===== config.mk =====
export PLATFORM = sky130hd
export DESIGN_NAME = row_sequencer_flat
export DESIGN_NICKNAME = d
export VERILOG_FILES = /design/src/rtl/row_seq_pkg.sv /design/src/rtl/row_sequencer_if.sv /design/src/rtl/row_seq_out_reg.sv /design/src/rtl/row_sequencer.sv /design/src/flat_wrapper.sv
export SDC_FILE = /design/constraint.sdc
export NUM_CORES = 1
export LEC_CHECK = 0
export BUFFER_PORTS_ARGS = -buffer_cell sky130_fd_sc_hd__buf_2
export CAP_MARGIN = 20
export CORE_ASPECT_RATIO = 0.6
export CORE_UTILIZATION = 35
export CTS_CLUSTER_DIAMETER = 80
export DETAILED_ROUTE_END_ITERATION = 10
export GPL_TIMING_DRIVEN = 0
export HOLD_SLACK_MARGIN = 0.12
export SYNTH_ARGS = -nofsm -noshare
export SYNTH_HDL_FRONTEND = slang
export SYNTH_HIERARCHICAL = 1
export SYNTH_SLANG_ARGS = --single-unit

===== constraint.sdc =====
create_clock -name sys_clk -period 2.6 [get_ports sys_clk]
set_input_delay 0.39 -clock sys_clk [delete_from_list [all_inputs] [get_ports sys_clk]]
set_output_delay 0.39 -clock sys_clk [all_outputs]
set_load 0.02 [all_outputs]

===== src/rtl/row_seq_pkg.sv =====
// Shared types and constants for the row sequencer slice.
// ROW_SEQ_PAD_EN enables short rows padded out to WORDS_MAX words.
package row_seq_pkg;

    localparam int unsigned PIX_W        = 12;
    localparam int unsigned PIX_PER_WORD = 16;
    localparam int unsigned WORD_W       = PIX_W * PIX_PER_WORD;
    localparam int unsigned WORDS_MAX    = 32;

`ifdef ROW_SEQ_PAD_EN
    typedef enum logic [2:0] {
        ST_IDLE,
        ST_FLUSH,
        ST_STREAM,
        ST_PAD,
        ST_DONE
    } state_e;
`else
    typedef enum logic [2:0] {
        ST_IDLE,
        ST_FLUSH,
        ST_STREAM,
        ST_DONE
    } state_e;
`endif

    typedef struct packed {
        logic sol;
        logic eol;
        logic eof;
    } flags_t;

    function automatic logic cfg_legal(input logic [5:0] words, input logic [15:0] rows,
                                       input int unsigned words_max);
`ifdef ROW_SEQ_PAD_EN
        return (words != 6'd0) && (32'(words) <= words_max) && (rows != 16'd0);
`else
        return (32'(words) == words_max) && (rows != 16'd0);
`endif
    endfunction

endpackage


===== src/rtl/row_sequencer_if.sv =====
// Upstream/downstream word streams of the row sequencer; slave is the sequencer side.
interface row_sequencer_if #(
    parameter int unsigned WORD_W = 192
);
    logic              in_valid;
    logic              in_ready;
    logic [WORD_W-1:0] in_data;
    logic              out_valid;
    logic              out_ready;
    logic [WORD_W-1:0] out_data;
    logic              sol;
    logic              eol;
    logic              eof;

    modport master (
        output in_valid, in_data, out_ready,
        input  in_ready, out_valid, out_data, sol, eol, eof
    );

    modport slave (
        input  in_valid, in_data, out_ready,
        output in_ready, out_valid, out_data, sol, eol, eof
    );
endinterface


===== src/rtl/row_seq_out_reg.sv =====
// One-entry valid/ready output register carrying a word plus row/frame flags.
module row_seq_out_reg
    import row_seq_pkg::*;
#(
    parameter int unsigned WORD_W = 192
) (
    input  logic              clk,
    input  logic              rst,
    input  logic              load,
    input  logic [WORD_W-1:0] load_data,
    input  flags_t            load_flags,
    input  logic              out_ready,
    output logic              out_valid,
    output logic [WORD_W-1:0] out_data,
    output flags_t            out_flags,
    output logic              free
);

    logic              valid_q, valid_d;
    logic [WORD_W-1:0] data_q, data_d;
    flags_t            flags_q, flags_d;

    always_comb begin
        valid_d = valid_q;
        data_d  = data_q;
        flags_d = flags_q;
        free    = ~valid_q | out_ready;
        // Data is kept after draining so the last word can be replayed as padding.
        if (load) begin
            valid_d = 1'b1;
            data_d  = load_data;
            flags_d = load_flags;
        end else if (out_ready) begin
            valid_d = 1'b0;
            flags_d = '0;
        end
    end

    always_ff @(posedge clk) begin
        if (rst) begin
            valid_q <= 1'b0;
            data_q  <= '0;
            flags_q <= '0;
        end else begin
            valid_q <= valid_d;
            data_q  <= data_d;
            flags_q <= flags_d;
        end
    end

    assign out_valid = valid_q;
    assign out_data  = data_q;
    assign out_flags = flags_q;

endmodule


===== src/rtl/row_sequencer.sv =====
// Frames upstream words into fixed WORDS_MAX-word rows for the buffer stage.
// ROW_SEQ_PAD_EN: short rows are padded with copies of their last word.
module row_sequencer
    import row_seq_pkg::*;
#(
    parameter int unsigned WORDS_MAX = 32,
    parameter int unsigned WORD_W    = 192
) (
    input  logic            sys_clk,
    input  logic            sys_rst,
    input  logic [5:0]      cfg_words,
    input  logic [15:0]     cfg_rows,
    input  logic            start,
    row_sequencer_if.slave  io,
    output logic            buf_rst,
    output logic            busy,
    output logic            cfg_err
);

    localparam logic [4:0] LAST_WORD = 5'(WORDS_MAX - 1);

    state_e            state_q, state_d;
    logic [4:0]        word_cnt_q, word_cnt_d;
    logic [15:0]       row_cnt_q, row_cnt_d;
    logic [15:0]       rows_q, rows_d;
`ifdef ROW_SEQ_PAD_EN
    logic [5:0]        words_q, words_d;
`endif
    logic              buf_rst_q, buf_rst_d;
    logic              cfg_err_q, cfg_err_d;

    logic              load, out_free, at_eol, frame_fin, in_ready;
    logic [WORD_W-1:0] load_data, out_data;
    flags_t            load_flags, out_flags;
    logic              out_valid;

    always_comb begin
        state_d    = state_q;
        word_cnt_d = word_cnt_q;
        row_cnt_d  = row_cnt_q;
        rows_d     = rows_q;
`ifdef ROW_SEQ_PAD_EN
        words_d    = words_q;
`endif
        cfg_err_d  = 1'b0;
        load       = 1'b0;
        in_ready   = 1'b0;
        load_data  = io.in_data;

        at_eol         = (word_cnt_q == LAST_WORD);
        frame_fin      = (row_cnt_q == rows_q);
        load_flags.sol = (word_cnt_q == '0);
        load_flags.eol = at_eol;
        load_flags.eof = at_eol && (row_cnt_q == rows_q - 16'd1);

        case (state_q)
            ST_IDLE: begin
                if (start) begin
                    if (cfg_legal(cfg_words, cfg_rows, WORDS_MAX)) begin
                        rows_d  = cfg_rows;
`ifdef ROW_SEQ_PAD_EN
                        words_d = cfg_words;
`endif
                        state_d = ST_FLUSH;
                    end else begin
                        cfg_err_d = 1'b1;
                    end
                end
            end
            ST_FLUSH: begin
                word_cnt_d = '0;
                row_cnt_d  = '0;
                state_d    = ST_STREAM;
            end
            ST_STREAM: begin
                // Once the eof word is loaded, intake stops until it drains.
                in_ready = out_free & ~frame_fin;
                load     = in_ready & io.in_valid;
`ifdef ROW_SEQ_PAD_EN
                if (load && !at_eol && ({1'b0, word_cnt_q} == words_q - 6'd1))
                    state_d = ST_PAD;
`endif
            end
`ifdef ROW_SEQ_PAD_EN
            ST_PAD: begin
                load      = out_free;
                load_data = out_data;
                if (load && at_eol)
                    state_d = ST_STREAM;
            end
`endif
            ST_DONE: state_d = ST_IDLE;
            default: state_d = ST_IDLE;
        endcase

        if (load) begin
            if (at_eol) begin
                word_cnt_d = '0;
                row_cnt_d  = row_cnt_q + 16'd1;
            end else begin
                word_cnt_d = word_cnt_q + 5'd1;
            end
        end

        if (out_valid && io.out_ready && out_flags.eof)
            state_d = ST_DONE;

        buf_rst_d = (state_d == ST_FLUSH);
    end

    always_ff @(posedge sys_clk) begin
        if (sys_rst) begin
            state_q    <= ST_IDLE;
            word_cnt_q <= '0;
            row_cnt_q  <= '0;
            rows_q     <= '0;
`ifdef ROW_SEQ_PAD_EN
            words_q    <= '0;
`endif
            buf_rst_q  <= 1'b1;
            cfg_err_q  <= 1'b0;
        end else begin
            state_q    <= state_d;
            word_cnt_q <= word_cnt_d;
            row_cnt_q  <= row_cnt_d;
            rows_q     <= rows_d;
`ifdef ROW_SEQ_PAD_EN
            words_q    <= words_d;
`endif
            buf_rst_q  <= buf_rst_d;
            cfg_err_q  <= cfg_err_d;
        end
    end

    row_seq_out_reg #(.WORD_W(WORD_W)) u_out_reg (
        .clk        (sys_clk),
        .rst        (sys_rst),
        .load       (load),
        .load_data  (load_data),
        .load_flags (load_flags),
        .out_ready  (io.out_ready),
        .out_valid  (out_valid),
        .out_data   (out_data),
        .out_flags  (out_flags),
        .free       (out_free)
    );

    assign io.in_ready  = in_ready;
    assign io.out_valid = out_valid;
    assign io.out_data  = out_data;
    assign io.sol       = out_flags.sol;
    assign io.eol       = out_flags.eol;
    assign io.eof       = out_flags.eof;
    assign buf_rst      = buf_rst_q;
    assign cfg_err      = cfg_err_q;
    assign busy         = (state_q != ST_IDLE);

endmodule


===== src/flat_wrapper.sv =====
// flat-port wrapper written by rule: the top's interface ports become plain ports
module row_sequencer_flat import row_seq_pkg::*;
#(
    parameter int unsigned WORDS_MAX = 32,
    parameter int unsigned WORD_W    = 192
)
  (sys_clk, sys_rst, cfg_words, cfg_rows, start, buf_rst, busy, cfg_err, io_in_valid, io_in_data, io_out_ready, io_in_ready, io_out_valid, io_out_data, io_sol, io_eol, io_eof);
  row_sequencer_if #(.WORD_W(WORD_W)) io_i ();
  input  logic sys_clk;
  input  logic sys_rst;
  input  logic [5:0] cfg_words;
  input  logic [15:0] cfg_rows;
  input  logic start;
  output logic buf_rst;
  output logic busy;
  output logic cfg_err;
  input wire logic [$bits(io_i.in_valid)-1:0] io_in_valid;
  input wire logic [$bits(io_i.in_data)-1:0] io_in_data;
  input wire logic [$bits(io_i.out_ready)-1:0] io_out_ready;
  output wire logic [$bits(io_i.in_ready)-1:0] io_in_ready;
  output wire logic [$bits(io_i.out_valid)-1:0] io_out_valid;
  output wire logic [$bits(io_i.out_data)-1:0] io_out_data;
  output wire logic [$bits(io_i.sol)-1:0] io_sol;
  output wire logic [$bits(io_i.eol)-1:0] io_eol;
  output wire logic [$bits(io_i.eof)-1:0] io_eof;
  assign io_i.in_valid = io_in_valid;
  assign io_i.in_data = io_in_data;
  assign io_i.out_ready = io_out_ready;
  assign io_in_ready = io_i.in_ready;
  assign io_out_valid = io_i.out_valid;
  assign io_out_data = io_i.out_data;
  assign io_sol = io_i.sol;
  assign io_eol = io_i.eol;
  assign io_eof = io_i.eof;
  row_sequencer #(.WORDS_MAX(WORDS_MAX), .WORD_W(WORD_W)) u_core (.sys_clk(sys_clk), .sys_rst(sys_rst), .cfg_words(cfg_words), .cfg_rows(cfg_rows), .start(start), .io(io_i), .buf_rst(buf_rst), .busy(busy), .cfg_err(cfg_err));
endmodule

# --- After elaboration in Yosys (flattened, before gate mapping) ---
# Index checks and enable logic that the tools add are counted.
op_classes:
  add_sub_neg: 3
  n_mul: 0
  div: 0
  n_lt_le_gt_ge: 0
  n_eq_ne: 7
  n_shift: 0
  mux: 17
  n_bitwise: 7
  reduce_logical: 12
ops:
  columns: ["operator", "count"]
  rows:
  - ["$mux W16", 3]
  - ["$eq A16 B16 Y1", 2]
  - ["$add A16 B1 Y16 const B", 1]
  - ["$reduce_bool A16 Y1", 1]
  - ["$sub A16 B1 Y16 const B", 1]
  - ["$mux W3", 5]
  - ["$mux W5", 3]
  - ["$pmux W3 S3", 1]
  - ["$eq A3 B1 Y1 const B", 2]
  - ["$eq A6 B6 Y1 const B", 1]
  - ["$add A5 B1 Y5 const B", 1]
  - ["$eq A5 B5 Y1 const B", 1]
  - ["$logic_not A5 Y1", 1]
  - ["$mux W1", 5]
  - ["$logic_and A1 B1 Y1", 4]
  - ["$not A1 Y1", 4]
  - ["$reduce_bool A2 Y1", 2]
  - ["$eq A3 B2 Y1 const B", 1]
  - ["$logic_not A3 Y1", 1]
  - ["$reduce_and A3 Y1", 1]
  - ["$reduce_bool A3 Y1", 1]
  - ["$reduce_or A3 Y1", 1]
  - ["$and A1 B1 Y1", 2]
  - ["$or A1 B1 Y1", 1]
totals:
  ff_bits: 238
  latchBits: 0
  ram_bits: 0
  rom_bits: 0
  in_bits: 219
  out_inout_bits: 200
  wordCells: 57
  memories: 0

# --- Depth between registers and ports, before layout ---
# Gate-level depths: netlist of run 1.
depth:
  word_depth: 7
  depth_mapped: 13
  depth_no_buf: 10

# --- Cells and area by module ---
# Netlist of run 1, hierarchy kept.
by_module_without_submodules:
  columns: ["module", "instances", "cells_per_inst", "area_per_inst_um2", "seq_area_each_um2"]
  rows:
  - ["row_seq_out_reg", 1, 636, 6998.0, 3923.8]
  - ["row_sequencer", 1, 312, 2573.7, 840.8]

# --- Worst setup path before layout of run 1 ---
# Ideal clock, no wire load.
synth_timing:
  path_kind: "register to register"
  from: "register u_core.row_cnt_q[11]"
  to: "register u_core.u_out_reg.data_q[147] (netlist: u_core/u_out_reg/out_data[147])"
  setup_time_ns: 0.128
  arrival_time_ns: 2.352
  required_time_ns: 2.472
  path_slack_ns: 0.120
  stages_incl_launch_ff: 14
  n_path_buf: 6
  synth_period_minus_slack_ns: 2.480
  path_cell_list: "dfxtp_1 clkbuf_1 xnor2_1 nand4_1 or2_2 o21ai_2 buf_4 inv_1 buf_2 buf_4 buf_8 buf_8 mux2i_1 nor2_1"
synth_via:
  elab_chain_cells: 5
synth_lines:
  columns: ["item", "line", "source"]
  rows:
  - ["start: declaration", "row_sequencer.sv:24", "logic [15:0] row_cnt_q, row_cnt_d;"]
  - ["start signal: assignment", "row_sequencer.sv:125", "row_cnt_q <= row_cnt_d;"]
  - ["$eq A16 B16 Y1", "row_sequencer.sv:51", "frame_fin = (row_cnt_q == rows_q);"]
  - ["$not A1 Y1", "row_sequencer.sv:77", "in_ready = out_free & ~frame_fin;"]
  - ["$and A1 B1 Y1", "row_sequencer.sv:77", null]
  - ["$and A1 B1 Y1", "row_sequencer.sv:78", "load = in_ready & io.in_valid;"]
  - ["$mux W1", "row_sequencer.sv:56", "case (state_q)"]
  - ["named net u_core.load", "row_sequencer.sv:32", "logic load, out_free, at_eol, frame_fin, in_ready;"]
  - ["end signal: assignment", "row_seq_out_reg.sv:46", "data_q <= data_d;"]
  - ["end: declaration", "row_seq_out_reg.sv:20", "logic [WORD_W-1:0] data_q, data_d;"]
# The timed path passes the listed nets, and every way through them passes these cells.
# A chain may end at the register's enable or synchronous reset.

# --- Final worst setup path of run 1 ---
layout_timing:
  from: "register u_core.rows_q[11]"
  to: "register u_core.u_out_reg.data_q[121] (netlist: u_core/u_out_reg/out_data[121])"
layout_via:
  elab_chain_cells: 5
layout_lines:
  columns: ["item", "line", "source"]
  rows:
  - ["start: declaration", "row_sequencer.sv:25", "logic [15:0] rows_q, rows_d;"]
  - ["start signal: assignment", "row_sequencer.sv:126", "rows_q <= rows_d;"]
  - ["$eq A16 B16 Y1", "row_sequencer.sv:51", null]
  - ["$not A1 Y1", "row_sequencer.sv:77", null]
  - ["$and A1 B1 Y1", "row_sequencer.sv:77", null]
  - ["$and A1 B1 Y1", "row_sequencer.sv:78", null]
  - ["$mux W1", "row_sequencer.sv:56", null]
  - ["named net u_core.load", "row_sequencer.sv:32", null]
# The timed path passes the listed nets, and every way through them passes these cells.

==> run metrics, run 1 <==
synthesized area 0.00957 mm^2; Clock Skew 0.00949 ns; CTS Buf Count 24; row count 46; Placeable Area 0.0266 mm^2; Worst-path clk slew 0.06 ns; post-detailed-route wirelength per cell 17.0 um; share of layout cells above drive strength 1 33.8%; register area 0.00478 mm^2; DPL Wire Length 23900 um; Slew @ Worst Pin 0.715 ns; min cycle time layout 2.54 ns; final hold vios 0; Reg2Reg Depth 11; PnR worst setup slack 0.0649 ns; Synth Warn # 6; die span in x 215 um; crit path DAT 2.91 ns; setup_tns 0 ns; origin of the critical flop-to-flop path u_core/rows_q[11]; post-DR vias/cell 4.73; Clock Latency Late Sink 0.52 ns; final wirelength 33600 um; largest net degree at the start of global routing 20; total grt overflow 0; slew margin rel. 52.4%; CP Launch Type flip-flop; Initial DRT Pass Iterations 5; first-pass GRT wire length 49400 um; WHS 0.142 ns; FMAX 394 MHz; Synth area leader dfxtp_1; WP data required 2.98 ns; fin nets 1820; Initial Util 35.9%; RSZ-0062 raised after global routing true; Power per Cell Area 509 mW/mm^2; Worst Setup End Kind flip-flop; Ports 419; asr flop ratio synth 0%; P_leak 6.64 nW; final period utilization 97.5%; vias 9335; Syn Nets 1172; GRT Total Usage 22.3%; htree depth 1; Remaining DRCs 0; initial antenna violation count 1; Seq/Total Area, Yosys 49.8%; gpl congestion 0.876; chip height 130 um; violation count after the first detailed-routing iteration 494; Area Growth Syn to Fin 58.9%; area share of the largest cell type after synthesis 49.8%; Synth Flop Type dfxtp_1; Setup violations, final 0; Max Slew Vio Count 0; CTS tree yes; fillers 2282; Avg Cell Area, Syn 10.1 um^2; synthesized flop and latch total 238; Non-Filler Instances 1974; Netlist cell types 57; Syn Inst Count 948; Clock Tree Buf Depth 3; Placement Setup Slack -0.630 ns; count leader, synth dfxtp_1; die area 0.0280 mm^2; CP Launch Point u_core/rows_q[11]; vias in the first global route 8911; Peak VDD IR 0.347 mV; ranking of synthesized cells by area dfxtp_1, mux2i_1, nor2_1, buf_8, xnor2_1; hold path startpoint cfg_rows[0]; post-route antenna net violation count 0; max_cap viols 0; Hold Path Class in2reg; # placed instances 1725; outcome finished clean; commonest cells in the netlist dfxtp_1, nor2_1, mux2i_1; final core occ 57.1%; EDFF count, synth 0; footprint of the multi-input gates 0.00449 mm^2; CP max FO 13; IO Port Bufs 417; clock root cell clkbuf_16; Hold Path Depth 3; CP Class reg2reg; CTS Sinks 238
[routing by layer]
layer	part of all wire [%]	up-vias	track usage, %
li1	-	4551	-
met1	46	4377	30.9
met2	45	353	35.0
met3	6.7	54	4.64
met4	2.5	0	6.26
met5	0	-	0
[where the power goes]
group          internal [mW]  total [mW]  switching (mW)
Combinational          0.335       0.538           0.204
Sequential              3.65        3.65         0.00221
Clock                   2.10        3.56            1.46
[what timing repair did]
item / 4_1_cts / 5_1_grt
gates resized for setup: 19 / 37
hold buffers: 196 / 0
pin swaps: 3 / 9
buffers inserted: 2 / 11
endpoints found under the hold margin: 197 / 0
setup endpoints to repair: 200 / 198
[flip-flops by register name (all words and copies together), names as in the netlist, 3 cells and up]
name                        flops
u_core/row_cnt_q               16
u_core/u_out_reg/out_data     192
u_core/rows_q                  16
u_core/state_q                  3
u_core/u_out_reg/out_flags      3
u_core/word_cnt_q               5
[path summary, 6_finish.rpt]
check / endpoint / slack, ns
worst max register to register: u_core/u_out_reg/out_data[121] / 0.06
worst min register to register: u_core/u_out_reg/out_data[163] / 0.49
worst min-delay path: u_core/rows_q[0] / 0.14
worst max-delay path: u_core/u_out_reg/out_data[121] / 0.06
[cell families after synthesis]
group	synth area share (%)
compound gates	3.79
other cells	0.0392
mux	22.3
fa+ha+maj	0.654
flops	49.8
buf+inv	5.15
simple gates	16.1
xor+xnor	2.20
[layout make-up]
cell class,count,area share [%]
Antenna cell,1,0.0165
Tap cell,360,2.96
Clock inverter,8,0.633
Buffer,59,3.07
Clock buffer,35,4.69
Multi-Input combinational cell,637,29.5
Inverter,10,0.271
Sequential cell,238,31.5
Timing Repair Buffer,626,27.4
[layout by cell type, fill, tap and decap left out, drive strengths merged, types with 9 or more instances in the layout]
master         n
a21oi         19
buf          467
clkbuf        57
dfxtp        238
dlygate4sd3  196
inv            9
mux2i        211
nand2         26
nand3         21
nand4          9
nor2         225
xnor2         16
[through the flow]
| step | power, mW | cell area (um^2) |
|---|---|---|
| after detailed placement | 4.02 | 12100 |
| final | 7.75 | 15200 |
| after global placement | 4.01 | 12100 |
| after CTS | 7.84 | 15000 |
| after global routing | 8.03 | 15200 |
| after floorplan | 3.81 | 9570 |
[critical path, cell delays in order (launching register included)]
cell and delay, ns:
dfxtp_2 0.38, xnor2_2 0.26, nand4_1 0.13, or2_2 0.36, o21ai_4 0.18, buf_6 0.14
clkinvlp_4 0.13, buf_12 0.18, buf_8 0.17, buf_8 0.17, mux2i_1 0.20, nor2_1 0.08
(Power assumes the default switching activity.)
==> inputs of run 2 (changes only) <==
- CORE_UTILIZATION: 35 -> 25
- PLACE_DENSITY: unset -> 0.5
==> run 2 against run 1 <==
Compared with the run above:
- first-iteration DRC count rose by 32%
- global-route usage down 4.6 points
- fmax is 1.2% lower
- cell count increased by 8.8%
- sequential share of layout area decreased by 1.1 points
- hold slack improved by 0.032 ns
- count of clock-buffer cells in the layout rose by 4
- largest cell class is now buffers
==> run metrics, run 2 (same netlist as run 1, synthesis figures left out) <==
Peak VDD IR 0.382 mV (+10%); Power per Cell Area 526 mW/mm^2 (+3.2%); htree depth 1 (unchanged); row count 55 (+20%); Reg2Reg Depth 12 (+1); PnR worst setup slack 0.0345 ns (-0.0304 ns); DPL Wire Length 26500 um (+11%); chip height 154 um (+18%); vias 9370 (+0.37%); post-route antenna net violation count 0 (unchanged); CTS Sinks 238 (unchanged); total grt overflow 0 (unchanged); P_leak 6.79 nW (+2.2%); GRT Total Usage 17.7% (-4.6 points); Worst-path clk slew 0.06 ns (about the same); min cycle time layout 2.57 ns (+0.0304 ns); final period utilization 98.7% (+1.2 points); CP Launch Type flip-flop; Max Slew Vio Count 0 (unchanged); slew margin rel. 47.4% (-4.9 points); post-DR vias/cell 4.36 (-7.7%); origin of the critical flop-to-flop path u_core/rows_q[7]; post-detailed-route wirelength per cell 17.2 um (+0.67%); WP data required 3.00 ns (+0.02 ns); Clock Latency Late Sink 0.54 ns (+0.02 ns); placed cell area 0.0123 mm^2 (+1.6%); share of layout cells above drive strength 1 34.2% (+0.44 points); RSZ-0062 raised after global routing true; CTS Buf Count 27 (+13%); commonest cells after routing, fill and taps aside buf_2, nor2_1, dfxtp_1; r2r setup slk 0.03 ns (-0.03 ns); Initial DRT Pass Iterations 5 (unchanged); Area Growth Syn to Fin 64.8%; Setup violations, final 0 (unchanged); Slew @ Worst Pin 0.789 ns (+0.0742 ns); Placeable Area 0.0377 mm^2 (+42%); Ports 419 (unchanged); Hold Path Class in2reg; die area 0.0391 mm^2 (+39%); Hold Path Depth 3 (unchanged); vias in the first global route 9091 (+2.0%); Initial Util 25.4% (-11 points); crit path DAT 2.96 ns (+0.05 ns); max_cap viols 0 (unchanged); final hold vios 0 (unchanged); outcome finished clean; violation count after the first detailed-routing iteration 650 (+32%); fin nets 1838 (+0.99%); clock root cell clkbuf_16; initial antenna violation count 0 (-1); WHS 0.174 ns (+0.0322 ns); first-pass GRT wire length 53300 um (+8.0%); FMAX 390 MHz (-1.2%); gpl congestion 0.837 (-4.5%); max reg flops 192 (unchanged); Worst R2R End u_core/u_out_reg/out_data[82]; die span in x 255 um (+18%); Final Cell Area 0.0158 mm^2 (+3.7%); largest net degree at the start of global routing 14 (-30%); most common cell after layout, fill and taps aside buf_2; final wirelength 36800 um (+9.5%); CP Class reg2reg; Clock Tree Buf Depth 3 (unchanged); IO Port Bufs 417 (unchanged); Critical Path End u_core/u_out_reg/out_data[82]; CTS tree yes; CP max FO 10 (-3); Clock Skew 0.0141 ns (+0.00460 ns); Placement Setup Slack -0.744 ns (-0.114 ns); CP Launch Point u_core/rows_q[7]; Worst Setup End Kind flip-flop; Remaining DRCs 0 (unchanged)
## run 2: final cells by class
type                            count  area, um^2
Fill cell                        3747       21900
Buffer                             60         527
Sequential cell                   238        4780
Clock inverter                      9         158
Timing Repair Buffer              640        4330
Inverter                           10        41.3
Multi-Input combinational cell    637        4500
Antenna cell                        1        2.50
Tap cell                          513         642
Clock buffer                       39         791
## run 2: critical path, stage by stage, from the launching register on
cell,delay (ns)
dfxtp_4,0.37
xor2_2,0.19
nor4_2,0.27
nand4_1,0.22
o21ai_4,0.22
buf_6,0.13
clkinvlp_4,0.11
buf_6,0.17
buf_12,0.15
clkbuf_16,0.17
buf_12,0.15
mux2i_1,0.19
nor2_1,0.08
## run 2: report_power, final
group | total (mW) | internal (mW) | switching (mW) | leakage, nW
logic | 0.557 | 0.345 | 0.212 | 4.40
clock network | 4.09 | 2.50 | 1.58 | 0.464
registers | 3.65 | 3.65 | 0.00284 | 1.92
total | 8.30 | 6.50 | 1.80 | 6.79
## run 2: repair_timing
action	4_1_cts	5_1_grt
resized for setup	22	45
endpoints found under the setup margin	200	170
hold endpoints to repair	207	0
setup buffers	5	9
hold buffers	206	0
pin swaps	4	6
cloned	0	3
## run 2: worst min-delay path by stage
stage	end	start	slack [ns]
after floorplan	u_core/word_cnt_q[4]	u_core/word_cnt_q[4]	0.46
after global placement	u_core/u_out_reg/out_data[19]	u_core/u_out_reg/out_data[19]	0.47
after detailed placement	u_core/u_out_reg/out_data[170]	u_core/u_out_reg/out_data[170]	0.47
after CTS	u_core/u_out_reg/out_flags[0]	io_out_ready	0.14
after global routing	u_core/u_out_reg/out_data[131]	io_in_data[131]	0.16
final	u_core/u_out_reg/out_data[0]	io_in_data[0]	0.17
## run 2: metal layers
layer	routed length [um]	vias to the layer above	GRT usage [%]
li1	-	4594	-
met1	17500	4473	24.8
met2	16400	249	27.4
met3	2000	54	3.67
met4	968	0	5.05
met5	0	-	0
## run 2: metrics by stage
step	std cells	power (mW)	util [%]	setup TNS, ns
after global routing	2146	8.63	41.8	-1.88
final	2147	8.30	41.8	0
after detailed placement	1878	4.03	32.6	-124.90
after global placement	1878	4.02	32.6	-124.40
after CTS	2135	8.43	40.9	0
after floorplan	948	3.81	-	0
==> inputs of run 3 (changes only) <==
- CAP_MARGIN: 20 -> unset
- GPL_TIMING_DRIVEN: 0 -> unset
- RECOVER_POWER: unset -> 25
==> run 3 against run 2 <==
Compared with the run above:
- critical path depth fell by 7
- wire length is 12% lower
- register-to-register slack better by 0.21 ns
- hold slack lost 0.0034 ns
- power increased by 0.46%
- cell count decreased by 2.7%
- combinational power fell by 4.3%
==> run metrics, run 3 (same netlist as run 1, synthesis figures left out) <==
Clock Tree Buf Depth 3 (unchanged); Setup violations, final 0 (unchanged); die area 0.0391 mm^2 (unchanged); Clock Latency Late Sink 0.54 ns (about the same); hold path startpoint io_in_data[141]; post-detailed-route wirelength per cell 15.5 um (-9.4%); IO Port Bufs 418 (+0.24%); max_cap viols 0 (unchanged); total grt overflow 0 (unchanged); crit path DAT 2.11 ns (-0.85 ns); fillers 3784 (+0.99%); clock root cell clkbuf_16; Worst R2R End u_core/u_out_reg/out_flags[0]; Max Slew Vio Count 0 (unchanged); max reg flops 192 (unchanged); Initial DRT Pass Iterations 4 (-1); diode count 0 (-1); DPL Wire Length 22200 um (-16%); Worst Hold End u_core/u_out_reg/out_data[141]; die span in x 255 um (unchanged); CP max FO 6 (-4); CTS tree yes; final hold vios 0 (unchanged); commonest cells after routing, fill and taps aside buf_2, dfxtp_1, nor2_1; FMAX 400 MHz (+2.7%); WHS 0.171 ns (-0.00338 ns); min cycle time layout 2.50 ns (-0.0682 ns); Peak VDD IR 0.384 mV (+0.49%); initial antenna violation count 0 (unchanged); CTS Sinks 238 (unchanged); r2r setup slk 0.24 ns (+0.21 ns); fin nets 1783 (-3.0%); setup_tns 0 ns (unchanged); row count 55 (unchanged); WP data required 2.21 ns (-0.79 ns); violation count after the first detailed-routing iteration 552 (-15%); most common cell after layout, fill and taps aside buf_2; largest net degree at the start of global routing 82 (+68); slew margin rel. 51.6% (+4.2 points); first-pass GRT wire length 48700 um (-8.6%); placed cell area 0.0121 mm^2 (-1.2%); post-route antenna net violation count 0 (unchanged); Power per Cell Area 553 mW/mm^2 (+5.1%); outcome finished clean; final wirelength 32500 um (-12%); Hold Path Class in2reg; Initial Util 25.4% (unchanged); Critical-path top delay cell or2_2; Hold Path Depth 3 (unchanged); Worst-path clk slew 0.06 ns (about the same); Final Cell Area 0.0151 mm^2 (-4.4%); final period utilization 96.0% (-2.6 points); RSZ-0062 raised after global routing false; CP Launch Type flip-flop; CTS Buf Count 26 (-3.7%); Remaining DRCs 0 (unchanged); share of layout cells above drive strength 1 25.6% (-8.7 points); CP delay by family, top simple AND/OR/NAND/NOR gates; CP bufs+invs 1 (-5); P_leak 6.12 nW (-9.8%); CP Class reg2out; Area Growth Syn to Fin 57.6%; GRT Total Usage 15.7% (-2.0 points); Reg2Reg Depth 11 (-1); origin of the critical flop-to-flop path u_core/rows_q[0]; CP max stage delay 0.37 ns (about the same); Placeable Area 0.0377 mm^2 (unchanged); vias in the first global route 8457 (-7.0%); Ports 419 (unchanged); post-DR vias/cell 4.28 (-2.0%); critical-path cell list xnor2_2 > nand4_1 > or2_2 > o21a_1 > buf_2; vias 8939 (-4.6%); Clock Skew 0.0132 ns (-0.000857 ns); Slew @ Worst Pin 0.725 ns (-0.0641 ns); gpl congestion 0.838 (+0.11%); Worst Setup End Kind output pin; htree depth 1 (unchanged); chip height 154 um (unchanged)
==> run 3: changes by cell type in the layout (fill, tap and decap cells not counted), moves of 5 or more <==
| cell | previous run | this run |
|---|---|---|
| buf_2 | 421 | 310 |
| clkbuf_1 | 26 | 112 |
| dfxtp_1 | 224 | 230 |
| dfxtp_2 | 13 | 8 |
| buf_4 | 21 | 14 |
| buf_1 | 6 | 0 |
| buf_8 | 5 | 0 |
==> run 3: layout make-up <==
cell class	instances	area, um^2	share of cell area (%)
sequential	238	4770	31.7
multi-input combinational	637	4370	29.0
timing repair buffer	646	4300	28.5
clock buffer	36	749	4.97
tap	513	642	4.26
clock inverter	9	199	1.32
inverter	10	45.0	0.299
==> run 3: worst min-delay path: cells and delay by family <==
kind          cells  cell delay, ns
buf+inv           1            0.12
mux               1            0.08
simple gates      1            0.07
==> run 3: layer usage <==
layer	wire [um]	global-route usage [%]	vias up
met2	14500	23.8	214
met1	15500	22.3	4207
met3	1790	3.83	49
li1	-	-	4469
met5	0	0	-
met4	695	3.91	0
==> run 3: stage by stage <==
| stage | worst slack [ns] | util, % | cells | power, mW |
|---|---|---|---|---|
| global placement | 0.219 | 32.2 | 1839 | 4.01 |
| global route | 0.0000493 | 40.0 | 2089 | 8.68 |
| CTS | 0.0121 | 40.2 | 2089 | 8.46 |
| finish | 0.103 | 40.0 | 2089 | 8.33 |
| floorplan | 0.120 | - | 948 | 3.81 |
| detailed placement | 0.151 | 32.2 | 1839 | 4.01 |
==> run 3: repair_timing <==
action / CTS / global route
hold buffers: 205 / 0
pin swaps: 0 / 4
setup endpoints to repair: 1 / 2
gates resized for setup: 1 / 16
setup buffers: 0 / 0
endpoints found under the hold margin: 206 / 0
==> run 3: where the power goes <==
part | total, mW | switching [mW] | internal, mW
Clock | 4.15 | 1.55 | 2.60
Sequential | 3.65 | 0.00253 | 3.65
Combinational | 0.533 | 0.191 | 0.342
Total | 8.33 | 1.75 | 6.59
==> run 3: worst max-delay path by stage <==
| stage | cells after the start | from | endpoint | slack, ns |
|---|---|---|---|---|
| after floorplan | 13 | u_core/row_cnt_q[11] | u_core/u_out_reg/out_data[147] | 0.12 |
| after global placement | 11 | u_core/rows_q[0] | u_core/u_out_reg/out_flags[0] | 0.22 |
| after detailed placement | 11 | u_core/rows_q[0] | u_core/u_out_reg/out_flags[0] | 0.15 |
| after CTS | 5 | u_core/rows_q[7] | io_in_ready | 0.01 |
| after global routing | 11 | u_core/rows_q[0] | u_core/u_out_reg/out_flags[0] | 0.00005 |
| final | 5 | u_core/row_cnt_q[13] | io_in_ready | 0.10 |
